==> src/rtl/muldiv_iter.sv <==
// Iterative RV32M multiply/divide unit: shift-add multiply, restoring divide on magnitudes,
// UNROLL bits retired per CALC cycle, valid/ready on both sides with result hold and flush.
module muldiv_iter #(
  parameter int XLEN   = 32,
  parameter int UNROLL = 1
) (
  input  logic            clk,
  input  logic            rst,
  input  logic            in_valid,
  output logic            in_ready,
  input  logic [2:0]      op,
  input  logic [XLEN-1:0] dataA,
  input  logic [XLEN-1:0] dataB,
  input  logic            flush,
  output logic            out_valid,
  input  logic            out_ready,
  output logic [XLEN-1:0] dataD,
  output logic            busy
);
  // state | meaning
  // IDLE  | waiting for a request
  // CALC  | XLEN/UNROLL iterations of shift-add or restoring subtract
  // FIX   | sign correction and result select
  // DONE  | result held on dataD until out_ready
  localparam int N  = XLEN / UNROLL;
  localparam int CW = (N > 1) ? $clog2(N) : 1;

  typedef enum logic [1:0] {S_IDLE, S_CALC, S_FIX, S_DONE} state_t;

  state_t          r_state, w_state_nx;
  logic [2:0]      r_op;
  logic [CW-1:0]   r_cnt;
  logic [XLEN-1:0] r_acc, r_lo, r_b, r_res;
  logic            r_neg_hi, r_neg_lo;

  logic            w_a_sgn, w_b_sgn, w_a_neg, w_b_neg;
  logic [XLEN-1:0] w_a_mag, w_b_mag;
  logic            w_div0, w_ovf, w_fast, w_accept;
  logic [XLEN-1:0] w_fast_res;
  logic [XLEN-1:0] w_acc_nx, w_lo_nx;
  logic [XLEN:0]   w_sum, w_rs, w_diff;
  logic [2*XLEN-1:0] w_prod, w_prod_s;
  logic [XLEN-1:0] w_quo, w_rem, w_fix_res;

  assign w_a_sgn = (op == 3'd1) | (op == 3'd2) | (op == 3'd4) | (op == 3'd6);
  assign w_b_sgn = (op == 3'd1) | (op == 3'd4) | (op == 3'd6);
  assign w_a_neg = w_a_sgn & dataA[XLEN-1];
  assign w_b_neg = w_b_sgn & dataB[XLEN-1];
  assign w_a_mag = w_a_neg ? (~dataA + 1'b1) : dataA;
  assign w_b_mag = w_b_neg ? (~dataB + 1'b1) : dataB;

  // Divide-by-zero and signed overflow resolve at accept without iterating
  assign w_div0 = op[2] & (dataB == '0);
  assign w_ovf  = op[2] & ~op[0] & (dataA == {1'b1, {(XLEN-1){1'b0}}}) & (&dataB);
  assign w_fast = w_div0 | w_ovf;
  assign w_fast_res = w_div0 ? (op[1] ? dataA : {XLEN{1'b1}})
                             : (op[1] ? {XLEN{1'b0}} : dataA);

  assign w_accept = in_valid & in_ready & ~flush;

  always_comb begin
    w_acc_nx = r_acc;
    w_lo_nx  = r_lo;
    w_sum    = '0;
    w_rs     = '0;
    w_diff   = '0;
    for (int k = 0; k < UNROLL; k++) begin
      if (r_op[2]) begin
        w_rs     = {w_acc_nx, w_lo_nx[XLEN-1]};
        w_diff   = w_rs - {1'b0, r_b};
        w_acc_nx = w_diff[XLEN] ? w_rs[XLEN-1:0] : w_diff[XLEN-1:0];
        w_lo_nx  = {w_lo_nx[XLEN-2:0], ~w_diff[XLEN]};
      end else begin
        w_sum    = {1'b0, w_acc_nx} + (w_lo_nx[0] ? {1'b0, r_b} : {(XLEN+1){1'b0}});
        w_lo_nx  = {w_sum[0], w_lo_nx[XLEN-1:1]};
        w_acc_nx = w_sum[XLEN:1];
      end
    end
  end

  assign w_prod   = {r_acc, r_lo};
  assign w_prod_s = r_neg_hi ? (~w_prod + 1'b1) : w_prod;
  assign w_quo    = r_neg_hi ? (~r_lo + 1'b1) : r_lo;
  assign w_rem    = r_neg_lo ? (~r_acc + 1'b1) : r_acc;

  always_comb begin
    w_fix_res = w_prod_s[XLEN-1:0];
    case (r_op)
      3'd1, 3'd2, 3'd3: w_fix_res = w_prod_s[2*XLEN-1:XLEN];
      3'd4, 3'd5:       w_fix_res = w_quo;
      3'd6, 3'd7:       w_fix_res = w_rem;
      default:          w_fix_res = w_prod_s[XLEN-1:0];
    endcase
  end

  always_ff @(posedge clk) begin
    if (!rst) r_state <= S_IDLE;
    else      r_state <= w_state_nx;
  end

  always_comb begin
    w_state_nx = r_state;
    in_ready   = (r_state == S_IDLE) | ((r_state == S_DONE) & out_ready);
    out_valid  = (r_state == S_DONE);
    busy       = (r_state == S_CALC) | (r_state == S_FIX);
    case (r_state)
      S_IDLE, S_DONE: begin
        if (w_accept)                              w_state_nx = w_fast ? S_DONE : S_CALC;
        else if ((r_state == S_DONE) && out_ready) w_state_nx = S_IDLE;
      end
      S_CALC:  if (r_cnt == '0) w_state_nx = S_FIX;
      S_FIX:   w_state_nx = S_DONE;
      default: w_state_nx = S_IDLE;
    endcase
    if (flush) w_state_nx = S_IDLE;
  end

  always_ff @(posedge clk) begin
    if (!rst) begin
      r_op     <= '0;
      r_cnt    <= '0;
      r_acc    <= '0;
      r_lo     <= '0;
      r_b      <= '0;
      r_res    <= '0;
      r_neg_hi <= 1'b0;
      r_neg_lo <= 1'b0;
    end else if (w_accept) begin
      r_op     <= op;
      r_cnt    <= CW'(N - 1);
      r_neg_hi <= w_a_neg ^ w_b_neg;
      r_neg_lo <= w_a_neg;
      r_acc    <= '0;
      r_lo     <= op[2] ? w_a_mag : w_b_mag;
      r_b      <= op[2] ? w_b_mag : w_a_mag;
      if (w_fast) r_res <= w_fast_res;
    end else if (!flush) begin
      if (r_state == S_CALC) begin
        r_acc <= w_acc_nx;
        r_lo  <= w_lo_nx;
        r_cnt <= r_cnt - 1'b1;
      end
      if (r_state == S_FIX) r_res <= w_fix_res;
    end
  end

  assign dataD = r_res;

endmodule

==> config.mk <==
export PLATFORM = sky130hd
export DESIGN_NAME = muldiv_iter
export DESIGN_NICKNAME = d
export VERILOG_FILES = /design/src/rtl/muldiv_iter.sv
export SDC_FILE = /design/constraint.sdc
export NUM_CORES = 1
export LEC_CHECK = 0
export ABC_AREA = 1
export BUFFER_PORTS_ARGS = -buffer_cell sky130_fd_sc_hd__buf_2
export CAP_MARGIN = 5
export CORE_MARGIN = 2
export CORE_UTILIZATION = 40
export DETAILED_ROUTE_END_ITERATION = 6
export GPL_TIMING_DRIVEN = 0
export PLACE_DENSITY_LB_ADDON = 0.15
export SLEW_MARGIN = 15
export SYNTH_ARGS = -nofsm -noshare
export SYNTH_HDL_FRONTEND = slang
export SYNTH_SLANG_ARGS = --single-unit
==> constraint.sdc <==
create_clock -name clk -period 6.4 [get_ports clk]
set_input_delay 0.64 -clock clk [delete_from_list [all_inputs] [get_ports clk]]
set_output_delay 0.64 -clock clk [all_outputs]
set_load 0.05 [all_outputs]
; ---- Yosys cells after proc, flatten, opt, wreduce, memory -nomap -nowiden
; Index checks and enable logic that the tools add are counted.
[word_totals]
reg_bits = 140
latchBits = 0
ram_bits = 0
romBits = 0
out_inout_bits = 35
memories = 0
[op_classes]
n_addsub = 8
n_mul = 0
div_mod_pow = 0
order_cmp = 0
n_eq_ne = 19
shifts = 0
mux = 30
bitwise_logic = 27
reduce_logical = 17
[op_table]
columns = cell, n
row1 = $mux 32, 20
row2 = $add 32x1->32 const B, 4
row3 = $not 32->32, 4
row4 = $pmux 32 s3, 1
row5 = $add 64x1->64 const B, 1
row6 = $mux 64, 1
row7 = $not 64->64, 1
row8 = $add 32x32->33, 1
row9 = $sub 33x32->33, 1
row10 = $eq 32x32->1 const B, 1
row11 = $logic_not 32->1, 1
row12 = $reduce_and 32->1, 1
row13 = $eq 3x3->1 const B, 6
row14 = $mux 5, 3
row15 = $reduce_or 2->1, 5
row16 = $and 1x1->1, 9
row17 = $eq 3x2->1 const B, 3
row18 = $mux 2, 4
row19 = $or 1x1->1, 8
row20 = $eq 3x1->1 const B, 2
row21 = $pmux 2 s3, 1
row22 = $reduce_and 2->1, 3
row23 = $logic_not 5->1, 1
row24 = $sub 5x1->5 const B, 1
row25 = 12 further kinds, 18

; ---- Logic depth before layout (Yosys ltp)
; Gate-level depths: netlist (run 1).
[logic_depth]
word_depth = 8
mapped_depth = 19
depth_no_buf = 18

; ---- Worst setup path after synthesis (run 1)
; No wires, ideal clock.
[synth_path]
path_kind = flip-flop to flip-flop
start = register r_state[0]
end = register r_lo[13]
arrival_ns = 2.566
t_required_ns = 6.284
setup_slack_ns = 3.718
stages_incl_launch_ff = 13
path_buffers = 2
path_cell_list = dfxtp_1 -> ha_1 -> nand2_1 -> nand2_1 -> nand3_1 -> inv_2 -> buf_4 -> nor2_1 -> clkbuf_1 -> a221oi_1 -> nand3_1 -> o211ai_1 -> inv_1
[synth_between]
elab_chain_len = 7
elab_cells_between_ends = 11
[synth_rtl]
columns = item, line_no
row1 = "start, declared", 30  ; state_t r_state, w_state_nx;
row2 = "start signal, assigned", 98  ; else r_state <= w_state_nx;
row3 = $eq 2x2->1 *, -
row4 = named net out_valid, 15  ; output logic out_valid,
row5 = $and 1x1->1 *, 103  ; in_ready = (r_state == S_IDLE) | ((r_state == S_DONE) & out_ready);
row6 = $or 1x1->1 *, 103
row7 = named net in_ready, 10  ; output logic in_ready,
row8 = $and 1x1->1 * (2 in a row), 59  ; assign w_accept = in_valid & in_ready & ~flush;
row9 = $ne 2x1->1 (no source line) or $reduce_bool 2->1 (tied branches), -
row10 = $reduce_and 2->1 (no source line), -
row11 = "end signal, assigned", 134  ; r_lo <= op[2] ? w_a_mag : w_b_mag;
row12 = "end signal, assigned", 140  ; r_lo <= w_lo_nx;
row13 = "end, declared", 33  ; logic [XLEN-1:0] r_acc, r_lo, r_b, r_res;
; Mark *: on every way through the listed nets, which the timed path passes. The rest lies on a longest branch.
; A chain may end at the register's enable or synchronous reset.

; ---- Worst setup path in the final report (run 1)
[layout_path]
start = register r_lo[0]
end = register r_acc[27]
[layout_between]
elab_chain_len = 3
[layout_rtl]
columns = item, line_no
row1 = $mux 32, 74  ; w_sum = {1'b0, w_acc_nx} + (w_lo_nx[0] ? {1'b0, r_b} : {(XLEN+1){1'b0}});
row2 = $add 32x32->33, 74
row3 = $mux 32, 68  ; if (r_op[2]) begin
row4 = "end signal, assigned", 139  ; r_acc <= w_acc_nx;
row5 = "end, declared", 33
; Every way passes these cells.

==> metrics.md, run 1 <==
| Metric | Value |
|---|---|
| Worst Tran Pin Value | between 800 and 900 ps |
| Crit Path Max Fanout | 10 |
| Worst R2R Start | r_lo[0] |
| Grt total ovfl | 0 |
| Initial antenna violation count | 0 |
| GRT busiest layer | met2 |
| Post-synthesis cell count | 3519 |
| Seq/Total Area, Yosys | between 10% and 20% |
| Skew final | 17.0 ps |
| Clk Latency, worst-skew pair | ~480 ps |
| Largest net degree at the start of global routing | 17 |
| Final core occ | between 40% and 50% |
| Syn-to-layout area delta | 10.4% |
| Met3 Use GR | about 7.3% |
| Crit end category | register |
| Post-DRT Antenna Nets | 0 |
| CTS tree | done |
| CP required | a little under 7000 ps |
| Average cell area after synthesis | ~5.2 sq um |
| Clock root cell | clkbuf_16 |
| 1st-pass router iterations | 7 |
| Hpwl dp | 76400 um |
| RePlAce Congestion | just over 1 |
| Initial Util | 40.6% |
| Die Ht | between 200 and 250 um |
| Post-synthesis register bit count | 140 |
| Max_cap viols | 0 |
| Leakage | about 11 nW |
| Storage element area | 2800 sq um |
| Post-CTS sizing | 0 |
| Total track usage | between 30% and 40% |
| Final-layout fill cell count | 5266 |
| Layout net count | roughly 3800 |
| Worst hold path class | input port to register |
| Global routing usage on met1 | 51.0% |
| Dpl ws | about 3100 ps |
| Htree depth | 4 |
| Worst Path Class, Setup | register to register |
| Maximum clock rate | roughly 300 MHz |
| Worst reg2reg path depth | 16 |
| Crit path time final | 3330 ps |
| Fin. max-slew vios | 0 |
| Drt drc | 2 |
| WL/cell | approximately 22 um |
| Clock buffer count from CTS | 17 |
| Post-CTS Setup Bufs | 0 |
| Layout cells sized above 1 | ~7.2% |
| Result of the run | complete, but fails checks |
| RR Endpoint | r_acc[27] |
| # diodes | 0 |
| Failing checks | design-rule violations |
| Core area | 45500 sq um |
| GRT met2 Usage | 55.9% |
| Critical Path End | r_acc[27] |
| Hold path start | flush |
| Vias | between 20000 and 25000 |
| Die W | ~220 um |
| Vias/cell | approximately 5.5 |
| Multi-input gate area | between 10000 and 15000 sq um |
| Iter 0 DRT Violations | roughly 3000 |
| Yosys cell types | 48 |
| Mapped Area | 18500 sq um |
| Final hold vios | 0 |
| Clock sink count | 140 |
| Relative slew margins | between 40% and 50% |
| Yosys warnings | 0 |
| Hold_buf cts | 0 |
| Final setup TNS | 0 ps |
| Crit path arrival time | approximately 3700 ps |
| DIE AREA | 47900 sq um |
| Vias in the first global route | between 20000 and 25000 |
| Cell Rows | between 70 and 80 |
| Worst setup startpoint | r_lo[0] |
| Maximum vdd ir drop | around 0.00016 V |
| Synthesized Nets | between 3000 and 4000 |
| Reg2reg setup slack | roughly 3100 ps |
| PwrDens | between 150 and 200 nW/um^2 |
| CTS Buffer Depth | 2 |
| IO Port Bufs | roughly 110 |
| Wirelength, routed | between 90000 and 100000 um |
| RSZ-0062 raised after global routing | no |
| # setup viols final | 0 |
| Worst-path clk slew | roughly 70 ps |
| Global-route wire length before repair | 134000 um |
| Setup ws final | between 3000 and 4000 ps |
| Final period util | between 50% and 60% |
| I/O pin count | ~110 |
| Critical path startpoint category | register |
==> placed cells by master, fill, tap and decap left out, drive strengths merged, types with 4 or more instances in the layout <==
master / count
a21oi: 203
a221oi: 31
a22oi: 4
a31oi: 9
and2: 5
buf: 161
bufinv: 5
clkbuf: 83
clkinv: 6
dfxtp: 140
ha: 75
inv: 578
nand2: 1234
nand3: 336
nand3b: 20
nand4: 34
nor2: 361
nor3: 25
nor4: 6
o211ai: 34
o21ai: 187
o21bai: 12
o221ai: 4
or2: 4
xnor2: 17
xor2: 66
==> cell families (layout without fill, tap and decap cells) <==
| logic type | count (synthesis) | count (layout) | share of synthesized area [%] |
|---|---|---|---|
| AND/OR/NAND/NOR | 2028 | 2028 | 45.2 |
| buffers and inverters | 698 | 834 | 14.7 |
| AO/OA/AOI/OAI | 493 | 493 | 15.6 |
| flip-flops | 140 | 140 | 15.2 |
| XOR/XNOR | 83 | 83 | 3.94 |
| adder cells (fa/ha/maj) | 77 | 77 | 5.30 |
==> final cells by class <==
type	instances	area share, %
multi-input combinational	2681	63.5
sequential	140	13.7
inverter	578	10.6
tap	600	3.68
buffer	120	2.71
timing repair buffer	105	2.58
clock buffer	19	2.17
clock inverter	12	1.03
==> critical path, cell delays in order, from the launching register on <==
cell and delay [ps]:
dfxtp_1 300, buf_2 310, buf_1 570, nand2_1 250, inv_1 110, ha_1 270
nand2_1 100, inv_1 100, nand2_1 110, nor3_1 290, and2_1 180, nand2_1 70
nand3_1 90, nand2_1 50, nor2_1 160, nor2_1 80, a21oi_1 190
==> state kept, by name (all words and copies together) (netlist names) <==
name / cells
r_lo: 32
r_neg_lo: 1
r_state: 2
dataD: 32
r_b: 32
r_acc: 32
r_cnt: 5
r_neg_hi: 1
r_op: 3
==> through the flow <==
step                      instance area (sq um)  cells  hold WS (ps)  power (W)
after floorplan                           18500   3519           441    0.00218
after global placement                    19700   4224           451    0.00285
after detailed placement                  19700   4224           458    0.00284
after CTS                                 20400   4255           453    0.00399
after global routing                      20400   4255           467    0.00425
final                                     20400   4255           463    0.00406
==> worst min-delay path by stage <==
stage | end | slack, ps | depth (start not counted)
after global placement | r_cnt[0] | 450 | 2
after CTS | r_state[1] | 450 | 3
after detailed placement | r_cnt[0] | 460 | 2
after floorplan | r_cnt[0] | 440 | 2
after global routing | r_state[1] | 470 | 3
final | r_state[1] | 460 | 3
==> synth_stat cells, drive strengths merged <==
library cell	instances	share of area, %
o21bai	12	0.49
nor2	361	7.5
o31ai	2	0.081
o21a	1	0.041
inv	574	12
clkbuf	64	1.3
clkinv	4	0.081
xor2	66	3.1
dfxtp	140	15
nor3	25	0.70
and3	3	0.10
a21boi	1	0.041
nand3	336	9.2
or2	4	0.15
a21oi	203	6.1
o221ai	4	0.19
nand4	34	1.2
a221oi	31	1.5
fa	2	0.22
o211ai	34	1.4
o21ai	187	5.1
nand3b	20	0.81
a31oi	9	0.30
a21o	3	0.12
a32o	1	0.054
o22ai	1	0.034
a22oi	4	0.16
xnor2	17	0.81
ha	75	5.1
buf	56	1.7
nand2	1234	25
and2	5	0.17
nor4	6	0.20
==> routing by layer <==
layer | up-vias | routed length, um
li1 | 11363 | -
met1 | 10640 | 39100
met2 | 1258 | 37500
met3 | 293 | 9260
met4 | 0 | 6080
met5 | - | 0
==> where the power goes <==
part / switching [W] / internal [W]
clock network: 0.000451 / 0.000705
registers: 0.000105 / 0.000925
logic: 0.00137 / 0.000506
total: 0.00192 / 0.00214
No activity file was read; power rests on OpenSTA's default activity.
==> inputs of run 2 (changes only) <==
==> constraint.sdc (replaced) <==
create_clock -name clk -period 3.25 [get_ports clk]
set_input_delay 0.325 -clock clk [delete_from_list [all_inputs] [get_ports clk]]
set_output_delay 0.325 -clock clk [all_outputs]
set_load 0.05 [all_outputs]
==> metrics.md, run 2 (synthesis results as in run 1) <==
| Metric | Value |
|---|---|
| Initial antenna violation count | 0 |
| Final hold vios | 0 |
| Worst-path clk slew | about 70 ps |
| WP buf/inv | 3 |
| Syn-to-layout area delta | 10.5% |
| Clock root cell | clkbuf_16 |
| Grt total ovfl | 0 |
| Worst Path Class, Setup | register to register |
| Clk Latency, worst-skew pair | between 400 and 500 ps |
| Die W | 219 um |
| I/O pin count | ~110 |
| Final Power | 0.00801 W |
| Htree depth | 4 |
| CTS Buffer Depth | 2 |
| NetSw | 0.00380 W |
| Clock sink count | 140 |
| Worst path most repeated cell | nand2_1 |
| Result of the run | completed |
| Clock buffer count from CTS | 17 |
| Post-CTS Setup Bufs | 0 |
| Final core occ | 44.9% |
| 1st-pass router iterations | 6 |
| Most common cell after layout, fill and taps aside | nand2_1 |
| Vias | between 20000 and 25000 |
| Crit end category | register |
| WL/cell | roughly 22 um |
| Cell Rows | 78 |
| IO Port Bufs | around 110 |
| Max stage delay on crit path | between 400 and 500 ps |
| # setup viols final | 0 |
| Worst path slowest cell | fa_1 |
| Initial Util | between 40% and 50% |
| Layout cells sized above 1 | 7.31% |
| RSZ-0062 raised after global routing | yes |
| Total track usage | 38.0% |
| Worst Tran Pin Value | 889 ps |
| Post-DRT Antenna Nets | 0 |
| Vias in the first global route | 21349 |
| Skew final | between 15 and 20 ps |
| Crit path time final | between 3000 and 4000 ps |
| Maximum clock rate | between 300 and 400 MHz |
| Most frequent cells in the layout | 1225 x nand2_1, 542 x inv_1, 349 x nor2_1 |
| Max_cap viols | 0 |
| Largest net degree at the start of global routing | 17 |
| Leakage | roughly 11 nW |
| Final period util | between 90% and 100% |
| Combinational Power Share | around 46% |
| Vias/cell | approximately 5.5 |
| Final-layout fill cell count | approximately 5300 |
| Sw frac | between 40% and 50% |
| Die Ht | 219 um |
| Wirelength, routed | ~92000 um |
| Hpwl dp | 76400 um |
| Flop pwr share | 25.4% |
| Global-route wire length before repair | about 130000 um |
| Critical path startpoint category | register |
| CP required | roughly 3600 ps |
| RePlAce Congestion | 1.04 |
| Iter 0 DRT Violations | just over 3000 |
| Pint | 0.00421 W |
| Fin. max-slew vios | 0 |
| Cell Chain, Critical Path | inv_1, ha_1, fa_1, inv_1, nand3_1, nand2_2, nand2_1, nand2_2, nand2_1, nand2_2, nand2_1, nand2_1, nand2_1, nand2_2, buf_4, nand2_1, nand3_1, a21oi_1 |
| Maximum vdd ir drop | 0.000326 V |
| Layout net count | between 3000 and 4000 |
| Crit path arrival time | between 3000 and 4000 ps |
| Clock share of power | about 28% |
| Worst hold path class | input port to register |
| Crit-path leading delay family | simple AND/OR/NAND/NOR gates |
| Drt drc | 0 |
| CTS tree | done |
| Crit Path Max Fanout | 10 |
| Core area | approximately 45000 sq um |
| DIE AREA | approximately 48000 sq um |
| PwrDens | 392 nW/um^2 |
| Relative slew margins | 40.7% |
## run 2: changes by cell type in the layout (fill, tap and decap cells not counted)
cell      previous run  this run
diode_2              0         1
dfxtp_1            140       138
buf_2              124       125
buf_1               21        19
clkbuf_2             0         1
dfxtp_2              0         2
## run 2: worst min-delay path, cell delays in order
cell and delay, ps:
buf_2 110, nor2_1 60, o21a_1 90
## run 2: power by group through the flow
stage	clock [W]	sequential, W	combinational, W
after global placement	0	0.00205	0.00356
after global routing	0.00234	0.00202	0.00400
after CTS	0.00228	0.00201	0.00357
final	0.00228	0.00203	0.00370
after detailed placement	0	0.00205	0.00355
after floorplan	0	0.00202	0.00227
## run 2: layout make-up
cell class	count	area (sq um)	share of cell area, %
Tap cell	600	751	3.68
Multi-Input combinational cell	2681	12900	63.4
Clock inverter	12	210	1.03
Sequential cell	140	2810	13.7
Timing Repair Buffer	105	526	2.58
Buffer	120	556	2.72
Antenna cell	1	2.50	0.0123
Clock buffer	19	443	2.17
Inverter	578	2170	10.6
## run 2: path summary, 6_finish.rpt
check             startpoint         end  slack, ps  depth (start not counted)
setup / recovery    r_lo[31]   r_acc[22]        130                         18
hold / removal         flush  r_state[1]        150                          3
setup reg to reg    r_lo[31]   r_acc[22]        130                         18
hold reg to reg     r_cnt[0]    r_cnt[0]        470                          2
## run 2: what timing repair did
action	in CTS	in global routing
hold buffers	0	0
resized for setup	0	5
setup endpoints to repair	0	32
## run 2: metrics by stage
stage,worst slack [ps],setup TNS [ps],hold WS [ps],cells,instance area (sq um)
final,133,0,148,4256,20400
after global routing,-2.83,-2.83,152,4255,20400
after CTS,37.7,0,138,4255,20400
after detailed placement,65.2,0,458,4224,19700
after global placement,30.8,0,451,4224,19700
after floorplan,568,0,441,3519,18500
## run 2: metal layers
layer	up-vias	share of wire, %	global-route usage (%)
met3	306	11	7.30
met4	0	6.8	22.8
met5	-	0	0
met2	1288	41	55.9
li1	11376	-	-
met1	10563	42	51.0
